<file path="src/rtl/matmul_ctrl_pkg.sv">
// Shared types for the streaming matmul controller: FSM states, per-beat
// sideband flags and a small sizing helper.
package matmul_ctrl_pkg;

    // Widest PE row the flag struct can describe; LANES must not exceed it.
    localparam int MAX_LANES = 32;

    typedef enum logic [1:0] {
        IDLE,
        ISSUE,
        DRAIN,
        DONE
    } state_t;

    typedef struct packed {
        logic                 clear;
        logic                 last;
        logic [MAX_LANES-1:0] mask;
    } beat_flags_t;

    function automatic int ceil_div(input int num, input int den);
        return (num + den - 1) / den;
    endfunction

endpackage

</file>
<file path="src/rtl/ctrl_beat_fifo.sv">
// Synchronous beat FIFO. Exposes its occupancy so the issuer can run a
// credit scheme; push and pop in the same cycle are legal even when full.
module ctrl_beat_fifo #(
    parameter int WIDTH = 8,
    parameter int DEPTH = 4,
    parameter int CNT_W = $clog2(DEPTH + 1)
) (
    input  logic             clk,
    input  logic             rst,
    input  logic             push,
    input  logic [WIDTH-1:0] push_data,
    input  logic             pop,
    output logic [WIDTH-1:0] pop_data,
    output logic             valid,
    output logic [CNT_W-1:0] count
);

    localparam int PTR_W = (DEPTH > 1) ? $clog2(DEPTH) : 1;

    logic [WIDTH-1:0] mem [DEPTH];
    logic [PTR_W-1:0] wr_ptr;
    logic [PTR_W-1:0] rd_ptr;
    logic             push_ok;
    logic             pop_ok;

    function automatic logic [PTR_W-1:0] ptr_inc(input logic [PTR_W-1:0] p);
        return (p == PTR_W'(DEPTH - 1)) ? '0 : p + 1'b1;
    endfunction

    assign pop_ok   = pop && (count != '0);
    assign push_ok  = push && ((count != CNT_W'(DEPTH)) || pop_ok);
    assign pop_data = mem[rd_ptr];
    assign valid    = (count != '0);

    // Pointer and occupancy bookkeeping
    always_ff @(posedge clk) begin
        if (rst) begin
            wr_ptr <= '0;
            rd_ptr <= '0;
            count  <= '0;
        end else begin
            if (push_ok) wr_ptr <= ptr_inc(wr_ptr);
            if (pop_ok)  rd_ptr <= ptr_inc(rd_ptr);
            case ({push_ok, pop_ok})
                2'b10:   count <= count + 1'b1;
                2'b01:   count <= count - 1'b1;
                default: count <= count;
            endcase
        end
    end

    // Storage array; contents need no reset because occupancy gates them
    always_ff @(posedge clk) begin
        if (push_ok) mem[wr_ptr] <= push_data;
    end

endmodule

</file>
<file path="src/rtl/matmul_stream_ctrl.sv">
// Runtime-configurable MxKxN streaming controller. Walks the result space in
// LANES-wide column tiles, issues A/B reads, realigns returned data over
// MEM_LAT cycles and streams beats to the PE row under credit flow control.
// Optional build macro: PERF_CNT_EN enables the busy/stall cycle counters.
module matmul_stream_ctrl
    import matmul_ctrl_pkg::*;
#(
    parameter int DATA_W     = 8,
    parameter int ADDR_W     = 32,
    parameter int LANES      = 4,
    parameter int DIM_W      = 16,
    parameter int MEM_LAT    = 1,
    parameter int FIFO_DEPTH = MEM_LAT + 2
) (
    input  logic                    clk,
    input  logic                    rst,
    input  logic                    start,
    input  logic [DIM_W-1:0]        cfg_m,
    input  logic [DIM_W-1:0]        cfg_k,
    input  logic [DIM_W-1:0]        cfg_n,
    output logic                    busy,
    output logic                    done,
    output logic                    err,
    output logic                    req,
    output logic [ADDR_W-1:0]       addr_a,
    output logic [ADDR_W-1:0]       addr_b,
    input  logic [DATA_W-1:0]       data_a,
    input  logic [LANES*DATA_W-1:0] data_b,
    output logic                    pe_in_valid,
    input  logic                    pe_ready,
    output logic [DATA_W-1:0]       pe_a,
    output logic [LANES*DATA_W-1:0] pe_b,
    output logic [LANES-1:0]        lane_mask,
    output logic                    clear_acc,
    output logic                    acc_last,
    output logic [31:0]             perf_busy_cyc,
    output logic [31:0]             perf_stall_cyc
);

    localparam int FLAG_W  = $bits(beat_flags_t);
    localparam int ENTRY_W = FLAG_W + DATA_W + LANES * DATA_W;
    localparam int FCNT_W  = $clog2(FIFO_DEPTH + 1);
    localparam int CNT_W   = FCNT_W + 1;

    state_t                  state;
    logic [DIM_W-1:0]        m_r, k_r, n_r;
    logic [DIM_W-1:0]        i_m, i_k, n0;
    logic [DIM_W:0]          n0_next;
    logic                    last_k, last_n, last_m, dims_zero;
    logic [CNT_W-1:0]        inflight, used;
    logic                    credit_ok, issue, push, pop;
    beat_flags_t             flags_issue, flags_p0;
    logic [MEM_LAT-1:0]      vld_p1;
    beat_flags_t             flags_p1 [MEM_LAT];
    logic [LANES*DATA_W-1:0] b_masked;
    logic [ENTRY_W-1:0]      push_word, head_word;
    logic                    fifo_valid;
    logic [FCNT_W-1:0]       fifo_count;
    beat_flags_t             head_flags;

    assign dims_zero = (cfg_m == '0) || (cfg_k == '0) || (cfg_n == '0);
    assign last_k    = (i_k == k_r - DIM_W'(1));
    assign n0_next   = {1'b0, n0} + (DIM_W + 1)'(LANES);
    assign last_n    = (n0_next >= {1'b0, n_r});
    assign last_m    = (i_m == m_r - DIM_W'(1));
    assign pop       = fifo_valid && pe_ready;
    assign used      = inflight + CNT_W'(fifo_count) - CNT_W'(pop);
    assign credit_ok = (used < CNT_W'(FIFO_DEPTH));
    assign issue     = (state == ISSUE) && credit_ok;

    // Sideband flags for the beat about to be issued
    always_comb begin
        flags_issue       = '0;
        flags_issue.clear = (i_k == '0);
        flags_issue.last  = last_k;
        for (int l = 0; l < LANES; l++) begin
            flags_issue.mask[l] = (({1'b0, n0} + (DIM_W + 1)'(l)) < {1'b0, n_r});
        end
    end

    // Control FSM: host handshake, tile walk and registered read requests
    always_ff @(posedge clk) begin
        if (rst) begin
            state    <= IDLE;
            busy     <= 1'b0;
            done     <= 1'b0;
            err      <= 1'b0;
            req      <= 1'b0;
            addr_a   <= '0;
            addr_b   <= '0;
            flags_p0 <= '0;
            m_r      <= '0;
            k_r      <= '0;
            n_r      <= '0;
            i_m      <= '0;
            i_k      <= '0;
            n0       <= '0;
        end else begin
            done <= 1'b0;
            err  <= 1'b0;
            req  <= issue;
            case (state)
                IDLE: begin
                    if (start) begin
                        m_r <= cfg_m;
                        k_r <= cfg_k;
                        n_r <= cfg_n;
                        i_m <= '0;
                        i_k <= '0;
                        n0  <= '0;
                        if (dims_zero) begin
                            state <= DONE;
                            done  <= 1'b1;
                            err   <= 1'b1;
                        end else begin
                            state <= ISSUE;
                            busy  <= 1'b1;
                        end
                    end
                end
                ISSUE: begin
                    if (issue) begin
                        addr_a   <= ADDR_W'(i_m) * ADDR_W'(k_r) + ADDR_W'(i_k);
                        addr_b   <= ADDR_W'(i_k) * ADDR_W'(n_r) + ADDR_W'(n0);
                        flags_p0 <= flags_issue;
                        if (last_k) begin
                            i_k <= '0;
                            if (last_n) begin
                                n0  <= '0;
                                i_m <= i_m + 1'b1;
                                if (last_m) state <= DRAIN;
                            end else begin
                                n0 <= n0_next[DIM_W-1:0];
                            end
                        end else begin
                            i_k <= i_k + 1'b1;
                        end
                    end
                end
                DRAIN: begin
                    if ((inflight == '0) && !fifo_valid) begin
                        state <= DONE;
                        busy  <= 1'b0;
                        done  <= 1'b1;
                    end
                end
                DONE: state <= IDLE;
                default: state <= IDLE;
            endcase
        end
    end

    // Outstanding reads: counted from issue until the beat lands in the FIFO
    always_ff @(posedge clk) begin
        if (rst) begin
            inflight <= '0;
        end else begin
            case ({issue, push})
                2'b10:   inflight <= inflight + 1'b1;
                2'b01:   inflight <= inflight - 1'b1;
                default: inflight <= inflight;
            endcase
        end
    end

    // ---- p0 -> p1: sideband valid travels MEM_LAT cycles behind req ----
    always_ff @(posedge clk) begin
        if (rst) begin
            vld_p1 <= '0;
        end else begin
            vld_p1[0] <= req;
            for (int i = 1; i < MEM_LAT; i++) vld_p1[i] <= vld_p1[i-1];
        end
    end

    // Sideband flags ride alongside the valid bits; data only, no reset
    always_ff @(posedge clk) begin
        flags_p1[0] <= flags_p0;
        for (int i = 1; i < MEM_LAT; i++) flags_p1[i] <= flags_p1[i-1];
    end

    // ---- p1 -> FIFO: returned data is captured with its flags ----
    always_comb begin
        b_masked = '0;
        for (int l = 0; l < LANES; l++) begin
            if (flags_p1[MEM_LAT-1].mask[l]) begin
                b_masked[l*DATA_W +: DATA_W] = data_b[l*DATA_W +: DATA_W];
            end
        end
    end

    assign push      = vld_p1[MEM_LAT-1];
    assign push_word = {flags_p1[MEM_LAT-1], data_a, b_masked};

    ctrl_beat_fifo #(
        .WIDTH (ENTRY_W),
        .DEPTH (FIFO_DEPTH),
        .CNT_W (FCNT_W)
    ) u_fifo (
        .clk       (clk),
        .rst       (rst),
        .push      (push),
        .push_data (push_word),
        .pop       (pop),
        .pop_data  (head_word),
        .valid     (fifo_valid),
        .count     (fifo_count)
    );

    // FIFO head presented to the PE row, forced to zero when empty
    always_comb begin
        head_flags  = head_word[ENTRY_W-1 -: FLAG_W];
        pe_in_valid = fifo_valid;
        pe_a        = fifo_valid ? head_word[LANES*DATA_W +: DATA_W] : '0;
        pe_b        = fifo_valid ? head_word[LANES*DATA_W-1:0] : '0;
        lane_mask   = fifo_valid ? head_flags.mask[LANES-1:0] : '0;
        clear_acc   = fifo_valid && head_flags.clear;
        acc_last    = fifo_valid && head_flags.last;
    end

`ifdef PERF_CNT_EN
    // Saturating busy/stall cycle counters, cleared on an accepted start
    always_ff @(posedge clk) begin
        if (rst) begin
            perf_busy_cyc  <= '0;
            perf_stall_cyc <= '0;
        end else if ((state == IDLE) && start) begin
            perf_busy_cyc  <= '0;
            perf_stall_cyc <= '0;
        end else begin
            if (busy && (perf_busy_cyc != '1)) perf_busy_cyc <= perf_busy_cyc + 1'b1;
            if (fifo_valid && !pe_ready && (perf_stall_cyc != '1)) begin
                perf_stall_cyc <= perf_stall_cyc + 1'b1;
            end
        end
    end
`else
    assign perf_busy_cyc  = '0;
    assign perf_stall_cyc = '0;
`endif

endmodule

</file>
<file path="config.mk">
export PLATFORM = sky130hd
export DESIGN_NAME = matmul_stream_ctrl
export DESIGN_NICKNAME = d
export VERILOG_FILES = /design/src/rtl/matmul_ctrl_pkg.sv /design/src/rtl/ctrl_beat_fifo.sv /design/src/rtl/matmul_stream_ctrl.sv
export SDC_FILE = /design/constraint.sdc
export NUM_CORES = 2
export LEC_CHECK = 0
export ABC_AREA = 0
export CAP_MARGIN = 20
export CORE_MARGIN = 8
export CORE_UTILIZATION = 48
export CTS_BUF_LIST = sky130_fd_sc_hd__clkbuf_2
export DETAILED_ROUTE_END_ITERATION = 7
export PLACE_DENSITY = 0.76
export SYNTH_ARGS = -nofsm -noshare
export SYNTH_HDL_FRONTEND = slang
export SYNTH_SLANG_ARGS = --single-unit
</file>
<file path="constraint.sdc">
create_clock -name clk -period 18.2 [get_ports clk]
set_input_delay 2.73 -clock clk [delete_from_list [all_inputs] [get_ports clk]]
set_output_delay 2.73 -clock clk [all_outputs]
set_load 0.03 [all_outputs]
</file>
-- Word level (Yosys, flattened, before mapping)
Memories as Yosys holds them, arrays and structs flattened. A register that Yosys moved wholly into a read port is not among the register bits.
Index checks and enable logic that the tools add are counted.
- register bits: 182
- output and inout port bits: 179
- input port bits: 92
- word-level logic and storage cells: 142
- memories kept: 2
- RAM bits: 228
- memories (memory ; depth ; bits a word ; read ports ; clocked after Yosys merged registers in ; wr ports ; line ; text):
    u_fifo.mem ; 3 ; 74 ; 1 ; 1 ; 1 ; ctrl_beat_fifo.sv:20 ; logic [WIDTH-1:0] mem [DEPTH];
    flags_p1 ; 1 ; 6 ; 1 ; 0 ; 1 ; matmul_stream_ctrl.sv:54 ; beat_flags_t flags_p1 [MEM_LAT];
- reductions and logical operators: 30
- equality and inequality tests: 19
- add/sub/neg operators: 18
- multiply operators: 2
- bitwise logic cells: 1
- magnitude comparators: 6
- muxes and demuxes: 43
- operator list (operator ; count):
    2-to-1 mux 16 bit ; 9
    one-hot mux 16 bit (2 select lines) ; 3
    adder 32 x 16 -> 32 bit ; 2
    logical NOT 16 bit ; 4
    multiplier 16 x 16 -> 32 bit ; 2
    less-than comparator 17 x 16 -> 1 bit ; 3
    2-to-1 mux 8 bit ; 5
    adder 16 x 2 -> 17 bit, second input constant ; 2
    adder 16 x 1 -> 16 bit, second input constant ; 2
    equality test 16 bit ; 2
    2-to-1 mux 32 bit ; 1
    subtractor 16 x 1 -> 16 bit, second input constant ; 2
    2-to-1 mux 2 bit ; 11
    adder 16 x 1 -> 17 bit, second input constant ; 1
    adder 16 x 3 -> 17 bit, second input constant ; 1
    greater-or-equal comparator 17 x 16 -> 1 bit ; 1
    less-than comparator 16 bit ; 1
    != test 2 bit, second input constant ; 8
    equality test 2 bit, second input constant ; 6
    nonzero test 2 bit ; 5
    2-to-1 mux 1 bit ; 8
    one-hot mux 2 bit (4 select lines) ; 1
    AND reduction 4 bit ; 2
    logical AND 1 bit ; 7
    22 further kinds ; 30

-- Longest topological paths before layout
- depth after elaboration: 7
- depth in mapped cells: 26

-- Hierarchy
From an unflattened synthesis, not the netlist that was laid out.
- cells, all modules: 3936
- area total of the unflattened synthesis: 36668.9 um2
- modules (own cells, without submodules) (module ; cells an instance ; area an instance (um2) ; instances):
    matmul_stream_ctrl ; 3433 ; 28153.3 ; 1
    ctrl_beat_fifo ; 503 ; 8515.7 ; 1

-- Least setup slack after synthesis
OpenSTA, ideal clock, no wires.
- kind: input -> register
- start: in pe_ready
- end: mem u_fifo.mem[1][0] in the netlist's numbering, enable pin
- setup slack: 11.373 ns
- stages on the path: 2
- path buffers: 0
- data required time: 17.682 ns
- arrival: 6.309 ns
- path through: o31ai_1 nor3b_1
- word-level cells in the longest chain between the ends: 6
- ends and longest elaborated chain (element ; line ; text):
    start, declared ; matmul_stream_ctrl.sv:30 ; input logic pe_ready,
    logical AND 1 bit ; matmul_stream_ctrl.sv:66 ; assign pop = fifo_valid && pe_ready;
    logical AND 1 bit ; ctrl_beat_fifo.sv:30 ; assign pop_ok = pop && (count != '0);
    logical OR 1 bit ; ctrl_beat_fifo.sv:31 ; assign push_ok = push && ((count != CNT_W'(DEPTH)) || pop_ok);
    logical AND 1 bit ; ctrl_beat_fifo.sv:31 ;
    2-to-1 mux 1 bit ; ctrl_beat_fifo.sv:54 ; if (push_ok) mem[wr_ptr] <= push_data;
    2-to-1 mux 1 bit (not written as such) ; ctrl_beat_fifo.sv:54 ;
    end, declared ; ctrl_beat_fifo.sv:20 ;
Every way passes these cells.

-- Worst setup path in the final report
- start: reg i_m[11]
- end: reg addr_a[26]
- word-level cells in the longest chain between the ends: 2
- ends and longest elaborated chain (element ; line ; text):
    start, declared ; matmul_stream_ctrl.sv:47 ; logic [DIM_W-1:0] i_m, i_k, n0;
    start signal, assigned ; matmul_stream_ctrl.sv:130 ; i_m <= i_m + 1'b1;
    multiplier 16 x 16 -> 32 bit ; matmul_stream_ctrl.sv:123 ; addr_a <= ADDR_W'(i_m) * ADDR_W'(k_r) + ADDR_W'(i_k);
    adder 32 x 16 -> 32 bit ; matmul_stream_ctrl.sv:123 ;
    end signal, assigned ; matmul_stream_ctrl.sv:123 ;
    end, declared ; matmul_stream_ctrl.sv:25 ; output logic [ADDR_W-1:0] addr_a,
Every way passes these cells.
A chain may end at the register's enable or synchronous reset.

==> results.tsv <==
stage	metric	value	unit
timing	RSZ-0062 raised after global routing	no	
power_and_ir_drop	power share of the clock group	0.223	
cts	CTS tree	done	
final_layout	non-filler instance count after layout	4885	
routing	DR vias	26475	
synthesis	synthesis-stage register bit count	326	
floorplanning	Die Y	280	um
timing	Fin Clk Skew	108	ps
placed_design	number of port buffers	206	
timing	Slew HR	0.253	
worst_setup_path	reg2reg start	i_m[11]$_SDFFE_PP0P_	
final_layout	Reg area	0.00791	mm2
synthesis	proportion of synthesized area in mux cells	0.0175	
synthesis	yosys synthesis warning count	0	
placed_design	cell count after placement	4729	
worst_setup_path	cell repeated most along the worst path	fa_1	
worst_setup_path	cell count of the worst reg-to-reg path	21	
global_route	GRT Util Overall	0.230	
placed_design	GP Congestion	0.922	
global_route	GR peak layer	met2	
synthesis	Seq/Total Area, Yosys	0.236	
synthesis	post-synth cell types	81	
placed_design	dpl hpwl	68900	um
cts	Worst-path clk slew	100	ps
synthesis	commonest register cell after synthesis	dfxtp_1	
final_layout	multi-input logic area	0.0223	mm2
cts	CTS Sinks	326	
global_route	number of global-route vias before repair	27099	
synthesis	largest cells by area after synthesis	fa_1, edfxtp_1, dfxtp_1	
synthesis	Synth async-reset ratio	0	
global_route	pin count of the biggest net entering global routing	93	
worst_hold_path	Hold EP	flags_p1[0][1]$_DFF_P_	
global_route	grt ovf	0	
synthesis	adder-cell area share of the yosys netlist	0.355	
worst_hold_path	Hold Path Cell Cnt	0	
routing	antenna viol nets, final	0	
worst_setup_path	worst path cell trace	and2_1, fa_1, inv_1, fa_1, fa_1, inv_1, fa_1, fa_1, inv_1, fa_1, inv_1, ha_1, a211oi_1, nand2b_1, a2111oi_0, nor3_1, a21boi_0, o21ai_0, a21oi_1, xnor2_1, a22o_1	
worst_setup_path	R2R Setup Slk	10500	ps
worst_setup_path	critical path type	flop to flop	
power_and_ir_drop	pwr dens	63.2	mW/mm2
cts	clk buf depth	3	
power_and_ir_drop	Switching Power	1.00	mW
power_and_ir_drop	Combinational Power Share	0.365	
final_layout	share of layout cells above drive strength 1	0.0558	
global_route	first-pass GRT wire length	145000	um
power_and_ir_drop	total power	2.32	mW
synthesis	xor/xnor share of the synthesized area	0.0323	
worst_setup_path	CP max stage delay	1060	ps
floorplanning	die area	0.0784	mm2
worst_setup_path	FF-to-FF End	addr_a[26]$_SDFFE_PP0P_	
timing	final worst path period share	0.423	
power_and_ir_drop	internal power	1.32	mW
worst_setup_path	Crit path arrival time	8670	ps
timing	Hold WS	349	ps
synthesis	Synth Area in Compound Gates	0.0844	
timing	Slew Viols, Final	0	
worst_hold_path	Worst Hold Class	flop to flop	
cts	CTS Buf Count	86	
routing	DRC Markers	0	
final_layout	area grow syn2layout	9.90	%
power_and_ir_drop	Sw Share	0.431	
synthesis	Yosys top cell area share	0.253	
synthesis	most common cell in the synthesized netlist	inv_1	
timing	Peak Freq	0.130	GHz
floorplanning	initial core utilization	0.481	
worst_hold_path	hold_sp	flags_p0[1]$_SDFFE_PP0P_	
floorplanning	I/O Pins	271	
worst_setup_path	slowest CP cell	dfxtp_1	
final_layout	Layout Nets	4666	
synthesis	largest family of logic cells by synthesized area	adder cells	
routing	Routed WL	90600	um
floorplanning	Die Span X	280	um
timing	final setup fails	0	
status	status	finished clean	
cts	Root Buffer	clkbuf_2	
floorplanning	CORE AREA	0.0695	mm2
global_route	global routing usage on met1	0.287	
synthesis	top cell type by total area after synthesis	fa_1	
global_route	met2 Track Usage GR	0.376	
timing	worst slew pin tran	1120	ps
worst_setup_path	Startpoint Class	flop	
power_and_ir_drop	Worst IR Drop VDD	0.0754	mV
cts	htree depth	3	
timing	Fin. Hold Viols	0	
worst_setup_path	Critical Path End Type	flop	
final_layout	fillers	6348	
routing	Pre-antenna DRT Iters	8	
routing	routed len/inst	18.5	um
cts	Post-CTS Setup Bufs	0	
routing	Initial DRC Count	2050	
timing	Final min period	7700	ps
synthesis	simple logic cell fraction of the synthesized area	0.168	
global_route	met3 GRT Util	0.0512	
floorplanning	num rows	97	
cts	worst-skew pair later-pin latency	1090	ps
global_route	initial antenna violation count	2	
cts	CTS Hold Bufs	0	
synthesis	number of flops mapped to enable cells by yosys	138	
worst_setup_path	Worst Path Required	19170	ps
power_and_ir_drop	Sequential Power Share	0.412	
flow_run	max cap viols	0	
synthesis	Post-Synthesis Cells	3755	
cts	Post-CTS Resized	0	
synthesis	syn_area_per_cell	8.91	um2
synthesis	Commonest cells post-synth	inv_1, nand2_1, fa_1	
synthesis	synthesized cell area	0.0335	mm2
routing	Vias per Instance	5.42	
worst_setup_path	Max FO, Critical Path	22	
timing	Setup TNS	0	ps
power_and_ir_drop	leak pwr	16.7	nW
-- metal layers --
layer	part of all wire	routed length (um)
met1	0.39	35600
met2	0.47	42300
met3	0.095	8620
met4	0.045	4100
met5	0	0
-- power by group through the flow --
stage | Sequential [mW] | Clock (mW) | Combinational, mW
finish | 0.958 | 0.518 | 0.848
global route | 0.968 | 0.578 | 0.924
CTS | 0.956 | 0.538 | 0.836
detailed placement | 0.972 | 0 | 0.831
global placement | 0.970 | 0 | 0.818
floorplan | 0.932 | 0 | 0.576
-- cells by family (layout without fill, tap and decap cells) --
kind of cell / count (synthesis) / count (layout)
AND/OR/NAND/NOR: 1222 / 1222
multiplexers: 58 / 58
other: 1 / 68
XOR/XNOR: 122 / 122
flip-flops: 326 / 326
adder cells (fa/ha/maj): 696 / 696
AO/OA/AOI/OAI: 455 / 455
buffers and inverters: 875 / 998
-- layout make-up --
| type | instances | area share |
|---|---|---|
| Clock buffer | 132 | 0.0180 |
| Clock inverter | 21 | 0.00303 |
| Tap cell | 940 | 0.0320 |
| Timing Repair Buffer | 245 | 0.0643 |
| Multi-Input combinational cell | 2619 | 0.606 |
| Antenna cell | 2 | 0.000136 |
| Sequential cell | 326 | 0.215 |
| Inverter | 600 | 0.0613 |
-- critical path: cells and delay by family, from the launching register on --
family,cells,cell delay [ps]
flops,1,1060
xor+xnor,1,100
simple gates,3,690
fa+ha+maj,7,3140
buf+inv,4,240
compound gates,6,2350
-- sequential cells by signal (all words and copies together) (netlist names), named ones only --
register       cells
k_r               16
addr_a            32
i_k               16
state              2
n_r               16
u_fifo.count       2
inflight           3
u_fifo.rd_ptr      2
addr_b            32
busy               1
req                1
u_fifo.mem       138
err                1
n0                14
i_m               16
push               1
m_r               16
flags_p0           6
u_fifo.wr_ptr      2
done               1
flags_p1           6
-- metrics by stage --
stage | instance area, um2 | setup slack [ps] | utilization
after floorplan | 33700 | 11370 | -
after global placement | 36000 | 10450 | 0.517
after detailed placement | 36000 | 10360 | 0.517
after CTS | 36700 | 10520 | 0.528
after global routing | 36800 | 10070 | 0.529
final | 36800 | 10500 | 0.529
-- worst max-delay path by stage --
stage          slack (ps)                         end                  from  depth (start not counted)
6_report            10500     addr_a[26]$_SDFFE_PP0P_  i_m[11]$_SDFFE_PP0P_                         21
3_3_place_gp        10450        i_k[15]$_SDFFE_PP0P_              pe_ready                         17
4_1_cts             10520     addr_a[26]$_SDFFE_PP0P_  i_m[14]$_SDFFE_PP0P_                         20
5_1_grt             10070     addr_a[26]$_SDFFE_PP0P_  i_m[14]$_SDFFE_PP0P_                         20
2_1_floorplan       11370  u_fifo.mem[1][0]$_DFFE_PP_              pe_ready                          2
3_5_place_dp        10360        i_k[15]$_SDFFE_PP0P_              pe_ready                         17
-- cells in the final DEF, fill, tap and decap left out, types with 55 or more instances in the layout --
cell type and instances:
and2_1 164, xnor2_1 86, fa_1 422, o21ai_0 56
clkdlybuf4s50_1 205, ha_1 274, dfxtp_1 186, mux2i_1 55
conb_1 66, clkbuf_2 132, nand2_1 523, inv_1 586
edfxtp_1 138, nor2_1 287, a21oi_1 218
Note: power is estimated with default switching activity, not from simulation.
